===== src/rtl/input_port_if.sv =====
// Link-side handshake and output-port bus of the router input port.
// master = link/output-port side driving stimulus, slave = the input port itself.
interface input_port_if #(
  parameter int flitWidth         = 12,
  parameter int flitWidthModified = 14,
  parameter int CNT_WIDTH         = 16
);
  logic                         in_valid;
  logic [flitWidth-1:0]         in_flit;
  logic                         in_ready;
  logic [2:0]                   portBlock;
  logic [flitWidthModified-1:0] dataOut;
  logic                         drop_err;
  logic [CNT_WIDTH-1:0]         flit_count;

  modport master (
    output in_valid, in_flit, portBlock,
    input  in_ready, dataOut, drop_err, flit_count
  );

  modport slave (
    input  in_valid, in_flit, portBlock,
    output in_ready, dataOut, drop_err, flit_count
  );
endinterface


===== src/rtl/input_port.sv =====
// Router input port: buffers routed flits in a FIFO and presents the head as {route, flit}.
// Latency: flit accepted at edge N appears on dataOut right after edge N when the FIFO was empty.
// Backpressure: in_ready drops when full; head stalls while its destination's portBlock bit is set.
// Optional forwarded-flit counter enabled by INPUT_PORT_FLIT_COUNT_EN.
module input_port #(
  parameter int flitWidth         = 12,
  parameter int flitWidthModified = 14,
  parameter int FIFO_DEPTH        = 4,
  parameter int CNT_WIDTH         = 16
) (
  input logic             clk,
  input logic             rst_n,
  input_port_if.slave     bus
);
  localparam int PTR_W = $clog2(FIFO_DEPTH);
  localparam int OCC_W = PTR_W + 1;
  localparam logic [OCC_W-1:0] DEPTH_C = OCC_W'(FIFO_DEPTH);

  logic [flitWidthModified-1:0] mem [FIFO_DEPTH];
  logic [PTR_W-1:0]             wr_ptr;
  logic [PTR_W-1:0]             rd_ptr;
  logic [OCC_W-1:0]             count;
  logic                         rdy_en;
  logic                         drop_q;

  logic [1:0]                   route;
  logic [1:0]                   head_route;
  logic [flitWidthModified-1:0] head;
  logic                         full;
  logic                         empty;
  logic                         accept;
  logic                         push;
  logic                         pop;
  logic                         head_blk;

  assign route      = bus.in_flit[flitWidth-1 -: 2];
  assign full       = (count == DEPTH_C);
  assign empty      = (count == '0);
  // rdy_en keeps in_ready low during reset and releases it on the first clock afterwards.
  assign bus.in_ready = rdy_en & ~full;
  assign accept     = bus.in_valid & bus.in_ready;
  assign push       = accept & (route != 2'b00);

  assign head       = mem[rd_ptr];
  assign head_route = head[flitWidthModified-1 -: 2];

  always_comb begin
    head_blk = 1'b1;
    case (head_route)
      2'b01:   head_blk = bus.portBlock[0];
      2'b10:   head_blk = bus.portBlock[1];
      2'b11:   head_blk = bus.portBlock[2];
      default: head_blk = 1'b1;
    endcase
  end

  assign pop          = ~empty & ~head_blk;
  assign bus.dataOut  = empty ? '0 : head;
  assign bus.drop_err = drop_q;

  always_ff @(posedge clk) begin
    if (push) begin
      mem[wr_ptr] <= {route, bus.in_flit};
    end
  end

  always_ff @(posedge clk or negedge rst_n) begin
    if (!rst_n) begin
      wr_ptr <= '0;
      rd_ptr <= '0;
      count  <= '0;
      rdy_en <= 1'b0;
      drop_q <= 1'b0;
    end else begin
      rdy_en <= 1'b1;
      drop_q <= accept & (route == 2'b00);
      if (push) begin
        wr_ptr <= wr_ptr + PTR_W'(1);
      end
      if (pop) begin
        rd_ptr <= rd_ptr + PTR_W'(1);
      end
      case ({push, pop})
        2'b10:   count <= count + OCC_W'(1);
        2'b01:   count <= count - OCC_W'(1);
        default: count <= count;
      endcase
    end
  end

`ifdef INPUT_PORT_FLIT_COUNT_EN
  logic [CNT_WIDTH-1:0] cnt_q;

  always_ff @(posedge clk or negedge rst_n) begin
    if (!rst_n) begin
      cnt_q <= '0;
    end else if (pop) begin
      cnt_q <= cnt_q + CNT_WIDTH'(1);
    end
  end

  assign bus.flit_count = cnt_q;
`else
  assign bus.flit_count = '0;
`endif

endmodule


===== src/flat_wrapper.sv =====
// flat-port wrapper written by rule: the top's interface ports become plain ports
module input_port_flat 
#(
  parameter int flitWidth         = 12,
  parameter int flitWidthModified = 14,
  parameter int FIFO_DEPTH        = 4,
  parameter int CNT_WIDTH         = 16
)
  (clk, rst_n, bus_in_valid, bus_in_flit, bus_portBlock, bus_in_ready, bus_dataOut, bus_drop_err, bus_flit_count);
  input_port_if #(.flitWidth(flitWidth), .flitWidthModified(flitWidthModified), .CNT_WIDTH(CNT_WIDTH)) bus_i ();
  input logic clk;
  input logic rst_n;
  input wire logic [$bits(bus_i.in_valid)-1:0] bus_in_valid;
  input wire logic [$bits(bus_i.in_flit)-1:0] bus_in_flit;
  input wire logic [$bits(bus_i.portBlock)-1:0] bus_portBlock;
  output wire logic [$bits(bus_i.in_ready)-1:0] bus_in_ready;
  output wire logic [$bits(bus_i.dataOut)-1:0] bus_dataOut;
  output wire logic [$bits(bus_i.drop_err)-1:0] bus_drop_err;
  output wire logic [$bits(bus_i.flit_count)-1:0] bus_flit_count;
  assign bus_i.in_valid = bus_in_valid;
  assign bus_i.in_flit = bus_in_flit;
  assign bus_i.portBlock = bus_portBlock;
  assign bus_in_ready = bus_i.in_ready;
  assign bus_dataOut = bus_i.dataOut;
  assign bus_drop_err = bus_i.drop_err;
  assign bus_flit_count = bus_i.flit_count;
  input_port #(.flitWidth(flitWidth), .flitWidthModified(flitWidthModified), .FIFO_DEPTH(FIFO_DEPTH), .CNT_WIDTH(CNT_WIDTH)) u_core (.clk(clk), .rst_n(rst_n), .bus(bus_i));
endmodule

===== config.mk =====
export PLATFORM = sky130hd
export DESIGN_NAME = input_port_flat
export DESIGN_NICKNAME = d
export VERILOG_FILES = /design/src/rtl/input_port_if.sv /design/src/rtl/input_port.sv /design/src/flat_wrapper.sv
export SDC_FILE = /design/constraint.sdc
export NUM_CORES = 1
export LEC_CHECK = 0
export ABC_AREA = 0
export BUFFER_PORTS_ARGS = -buffer_cell sky130_fd_sc_hd__buf_2
export CORE_MARGIN = 5
export CORE_UTILIZATION = 50
export DETAILED_ROUTE_END_ITERATION = 10
export HOLD_SLACK_MARGIN = 0.06
export PLACE_DENSITY = 0.73
export SLEW_MARGIN = 20
export SYNTH_ARGS = -nofsm -noshare
export SYNTH_HDL_FRONTEND = slang
export SYNTH_SLANG_ARGS = --single-unit

===== constraint.sdc =====
create_clock -name clk -period 2.66 [get_ports clk]
set_input_delay 0.532 -clock clk [delete_from_list [all_inputs] [get_ports clk]]
set_output_delay 0.532 -clock clk [all_outputs]
set_load 0.02 [all_outputs]

# After elaboration in Yosys (flattened, before gate mapping)
# Memory sizes are Yosys's and may differ from the RTL's.
# Cells that the tools add are included.
# word_totals
register_bits,9
mem_bits_rw,56
elab_cells,33
memories,1
# mem_list
name,words,width,rd,rd_ports_with_merged_regs,wr,line_no,text
u_core.mem,4,14,1,0,1,input_port.sv:19,logic [flitWidthModified-1:0] mem [FIFO_DEPTH];
# classes
add_sub_neg,4
n_eq_ne,6
muxes,5
bitwise_logic,8
reduce_logical,4
# op_table
operator,n
14-bit 2-to-1 mux,1
2-bit equality test (second input constant),3
3-bit case mux with 2 select lines,1
1-bit AND,5
2-bit by 1-bit adder with 2-bit output (second input constant),2
2-bit by 1-bit equality test with 1-bit output (second input constant),2
2-bit nonzero test,2
3-bit by 1-bit adder with 3-bit output (second input constant),1
3-bit equality test (second input constant),1
3-bit logical NOT,1
1-bit inverter,3
1-bit case mux with 3 select lines,1
3-bit by 1-bit subtractor with 3-bit output (second input constant),1
2-bit logical NOT,1
1-bit 2-to-1 mux,2

# Logic depth before layout (Yosys ltp)
# depth
ltp_word,7
depth_mapped,11
depth_no_buf,10

# Worst setup path after synthesis
# OpenSTA, ideal clock, no wires.
# synth_path
path_type,register to register
startpoint,reg u_core.rd_ptr[0]
endpoint,reg u_core.count[2]
setup_ps,80
t_arrival_ps,2314
required_time_ps,2580
slack_ps,266
path_stages_with_launch,12
n_path_buf,1
synth_period_minus_slack_ps,2394
cell_sequence,dfrtp_1 > buf_6 > mux4_2 > nor3b_2 > a21oi_1 > a31oi_1 > ha_1 > inv_1 > fa_1 > xor2_1 > nor2_1 > xnor2_1
# synth_between
elab_chain_cells,7
# synth_lines
element,line_no,text
from (decl),input_port.sv:21,logic [PTR_W-1:0] rd_ptr;
from (signal assigned),input_port.sv:81,rd_ptr <= rd_ptr + PTR_W'(1);
memory 4 x 14 bit (*),--,
2-bit equality test or 2-bit by 1-bit equality test with 1-bit output (tied branches),input_port.sv:49,case (head_route)
1-bit case mux with 3 select lines (*),input_port.sv:49,
1-bit inverter (*),input_port.sv:57,assign pop = ~empty & ~head_blk;
1-bit AND (*),input_port.sv:57,
named net u_core.pop,input_port.sv:33,logic pop;
2-bit by 1-bit equality test with 1-bit output or 2-bit equality test (tied branches),input_port.sv:83,"case ({push, pop})"
3-bit case mux with 2 select lines or 2-bit nonzero test (tied branches),--,
to (signal assigned),input_port.sv:84,2'b10: count <= count + OCC_W'(1);
to (signal assigned),input_port.sv:85,2'b01: count <= count - OCC_W'(1);
to (signal assigned),input_port.sv:86,default: count <= count;
to (decl),input_port.sv:22,logic [OCC_W-1:0] count;
# Mark *: on every way through the listed nets, which the timed path passes. The rest lies on a longest branch.
# A chain may end at the register's enable or synchronous reset.

# Final worst setup path
# Ends and elaborated chain as after synthesis.

==> metrics.md <==
| Metric | Value |
|---|---|
| Total number of vias | `1285` |
| Die footprint | `6630 µm²` |
| Mapped cell area | `2550 µm²` |
| Max-cap viol count | `0` |
| Buffers from clock root to sink, at most | `2` |
| Worst R2R End | `u_core.count[2]$_DFFE_PN0P_` |
| GRT overflow | `0` |
| Relative slew slack | `56.0%` |
| Reg-to-Reg Start | `u_core.rd_ptr[0]$_DFFE_PN0P_` |
| Router iterations before antenna repair | `4` |
| DR WL/cell | `16.3 µm` |
| Routed vias/inst | `4.76` |
| IO Count | `50` |
| Leak | `1.16 nW` |
| Synth area leaders | `edfxtp_1, dfrtp_1, mux4_2, buf_4, and2_1` |
| Synthesized flop and latch total | `57` |
| Fin. Hold Viols | `0` |
| Setup Crit Path Kind | `flop to flop` |
| Synthesis warning total | `0` |
| Worst setup SP type | `flop` |
| Period utilization | `96.5%` |
| Unrepaired setup endpoints after global routing | `yes` |
| Met2 WL | `2.42 mm` |
| Worst EP arrival | `2810 ps` |
| Top cells by count, synth | `edfxtp_1, buf_4, and2_1` |
| Critical path launch point | `u_core.rd_ptr[0]$_DFFE_PN0P_` |
| GRT Util Overall | `14.8%` |
| Power Density | `1100 nW/µm²` |
| Max-slew violations | `0` |
| Tmin final | `2570 ps` |
| Fmax | `0.390 GHz` |
| EDFF count, synth | `48` |
| FILL cells | `392` |
| Port Buffer Count | `33` |
| CTS sink count | `57` |
| Ant. Diodes | `0` |
| Worst reg2reg setup slack | `90 ps` |
| Final Skew | `9.90 ps` |
| First-pass GRT wire length | `6.82 mm` |
| Die Y | `81.5 µm` |
| CP endpoint kind | `flop` |
| Dpl hpwl | `3.16 mm` |
| Top layer in use | `met4` |
| Most frequent cell after synthesis | `edfxtp_1` |
| Setup_tns | `0 ps` |
| Vias in the first global route | `1370` |
| CTS Buf Count | `9` |
| CTS root buf | `clkbuf_8` |
| DRC | `0` |
| Post-synth cell types | `28` |
| Cells after Synth | `151` |
| Synth top area share | `56.5%` |
| CP endpoint | `u_core.count[2]$_DFFE_PN0P_` |
| Predominant post-synthesis flop cell | `edfxtp_1` |
| WL final | `4.41 mm` |
| ANT nets after route | `0` |
| Metal-1 WL | `1.67 mm` |
| Met3 routed WL | `259 µm` |
| DIE WIDTH | `81.5 µm` |
| Final Power | `0.00328 W` |
| CP Max Fanout | `4` |
| Worst-Margin Slew | `660 ps` |
| H-tree depth | `3` |
| Core Area | `5040 µm²` |
| Required @ worst endpoint | `2900 ps` |
| Initial core utilization | `50.6%` |
| Clock-pin slew on the worst setup and hold paths | `70 ps` |
| Nets | `219` |
| CTS tree | `done` |
| Final setup vio count | `0` |
| Outcome | `finished, final reports clean` |
| Initial DRC count | `73` |
| Finished Core Util | `58.9%` |
| Seq/Total Area, Yosys | `65.3%` |
| Share of layout cells above drive strength 1 | `34.5%` |
| Worst-case reg-to-reg path depth | `10` |
| Worst Hold Class | `primary input to flop` |
| Largest net degree at the start of global routing | `15` |
| Ys async rst share | `15.8%` |
| Initial antenna violation count | `0` |
| Avg Cell Area, Syn | `16.9 µm²` |
| Yosys top cell by area | `edfxtp_1` |
| Clk_lat worst skew | `330 ps` |
| # rows | `26` |
| Gpl congestion | `0.761` |
| VDD IR max | `578 µV` |
| Synth-to-Final Area Change | `16.4%` |
[layout by cell type (no fill, tap or decap), types with 4 or more instances in the layout]
cell type and n:
mux4_2 9, buf_4 7, ha_1 4, buf_2 33
and2_1 16, dfrtp_1 8, mux2i_1 7, conb_1 17
clkbuf_8 9, nor2_1 4, inv_1 6, edfxtp_1 48
[critical path, stage by stage (launching register included)]
cell	delay (ps)
dfrtp_2	410
mux4_2	560
nor3b_2	250
a21oi_1	80
a31oi_1	160
ha_2	210
inv_2	40
fa_2	330
xor2_1	150
nor2_1	150
xnor2_1	150
[final cells by class]
| cell class | instances | area (µm²) | area share [%] |
|---|---|---|---|
| Sequential cell | 57 | 1670 | 56.1 |
| Multi-Input combinational cell | 79 | 753 | 25.3 |
| Timing Repair Buffer | 41 | 228 | 7.66 |
| Clock buffer | 9 | 124 | 4.17 |
| Tap cell | 70 | 87.6 | 2.95 |
| Clock inverter | 7 | 85.1 | 2.86 |
| Inverter | 7 | 26.3 | 0.884 |
[power by group]
| part | switching [W] | leakage, nW | internal (W) | total (W) |
|---|---|---|---|---|
| Clock | 0.000318 | 0.104 | 0.000517 | 0.000835 |
| Combinational | 0.000698 | 0.518 | 0.000573 | 0.00127 |
| Sequential | 0.0000760 | 0.540 | 0.00110 | 0.00118 |
| Total | 0.00109 | 1.16 | 0.00219 | 0.00328 |
[metal layers]
metal / vias up / track usage [%]
li1: 618 / -
met1: 624 / 15.6
met2: 37 / 26.2
met3: 6 / 5.26
met4: 0 / 6.93
met5: - / 0
[registers in the layout, summed over array words and instances (netlist names)]
register / cells
u_core.rd_ptr: 2
u_core.mem: 48
u_core.count: 3
u_core.rdy_en: 1
u_core.wr_ptr: 2
u_core.bus.drop_err: 1
[worst min path at each step]
stage,slack (ps),depth (start not counted),startpoint,to
after CTS,400,1,bus_in_flit[8],u_core.mem[2][8]$_DFFE_PP_
final,410,1,bus_in_flit[8],u_core.mem[2][8]$_DFFE_PP_
after detailed placement,400,1,rst_n,u_core.count[2]$_DFFE_PN0P_
after global placement,390,1,rst_n,u_core.count[2]$_DFFE_PN0P_
after global routing,400,1,bus_in_flit[8],u_core.mem[1][8]$_DFFE_PP_
after floorplan,240,0,rst_n,u_core.bus.drop_err$_DFF_PN0_
[through the flow]
stage | area [µm²] | cells | hold WS (ps) | worst slack, ps
2_1_floorplan | 2610 | 166 | 236 | 266
3_3_place_gp | 2730 | 251 | 391 | 211
3_5_place_dp | 2730 | 251 | 400 | 17.2
4_1_cts | 2950 | 268 | 398 | 0.893
5_1_grt | 2970 | 270 | 395 | -4.79
6_report | 2970 | 270 | 414 | 94.3
[repair_timing]
action / in CTS / in global routing
hold endpoints to repair: 9 / 0
buffers inserted: 0 / 2
resized for setup: 0 / 4
endpoints found under the setup margin: 0 / 1
hold buffers: 1 / 0
[cell families after synthesis]
logic type,after synthesis,share of synthesized area [%]
AOI/OAI and AO/OA,7,2.06
xor gates and xnor gates,5,1.72
DFF,57,65.3
and+or+nand+nor,24,5.59
muxes,20,14.2
adders and majority gates,6,3.24
other,2,0.294
buffers and inverters,30,7.60
No activity file was read; power rests on OpenSTA's default activity.
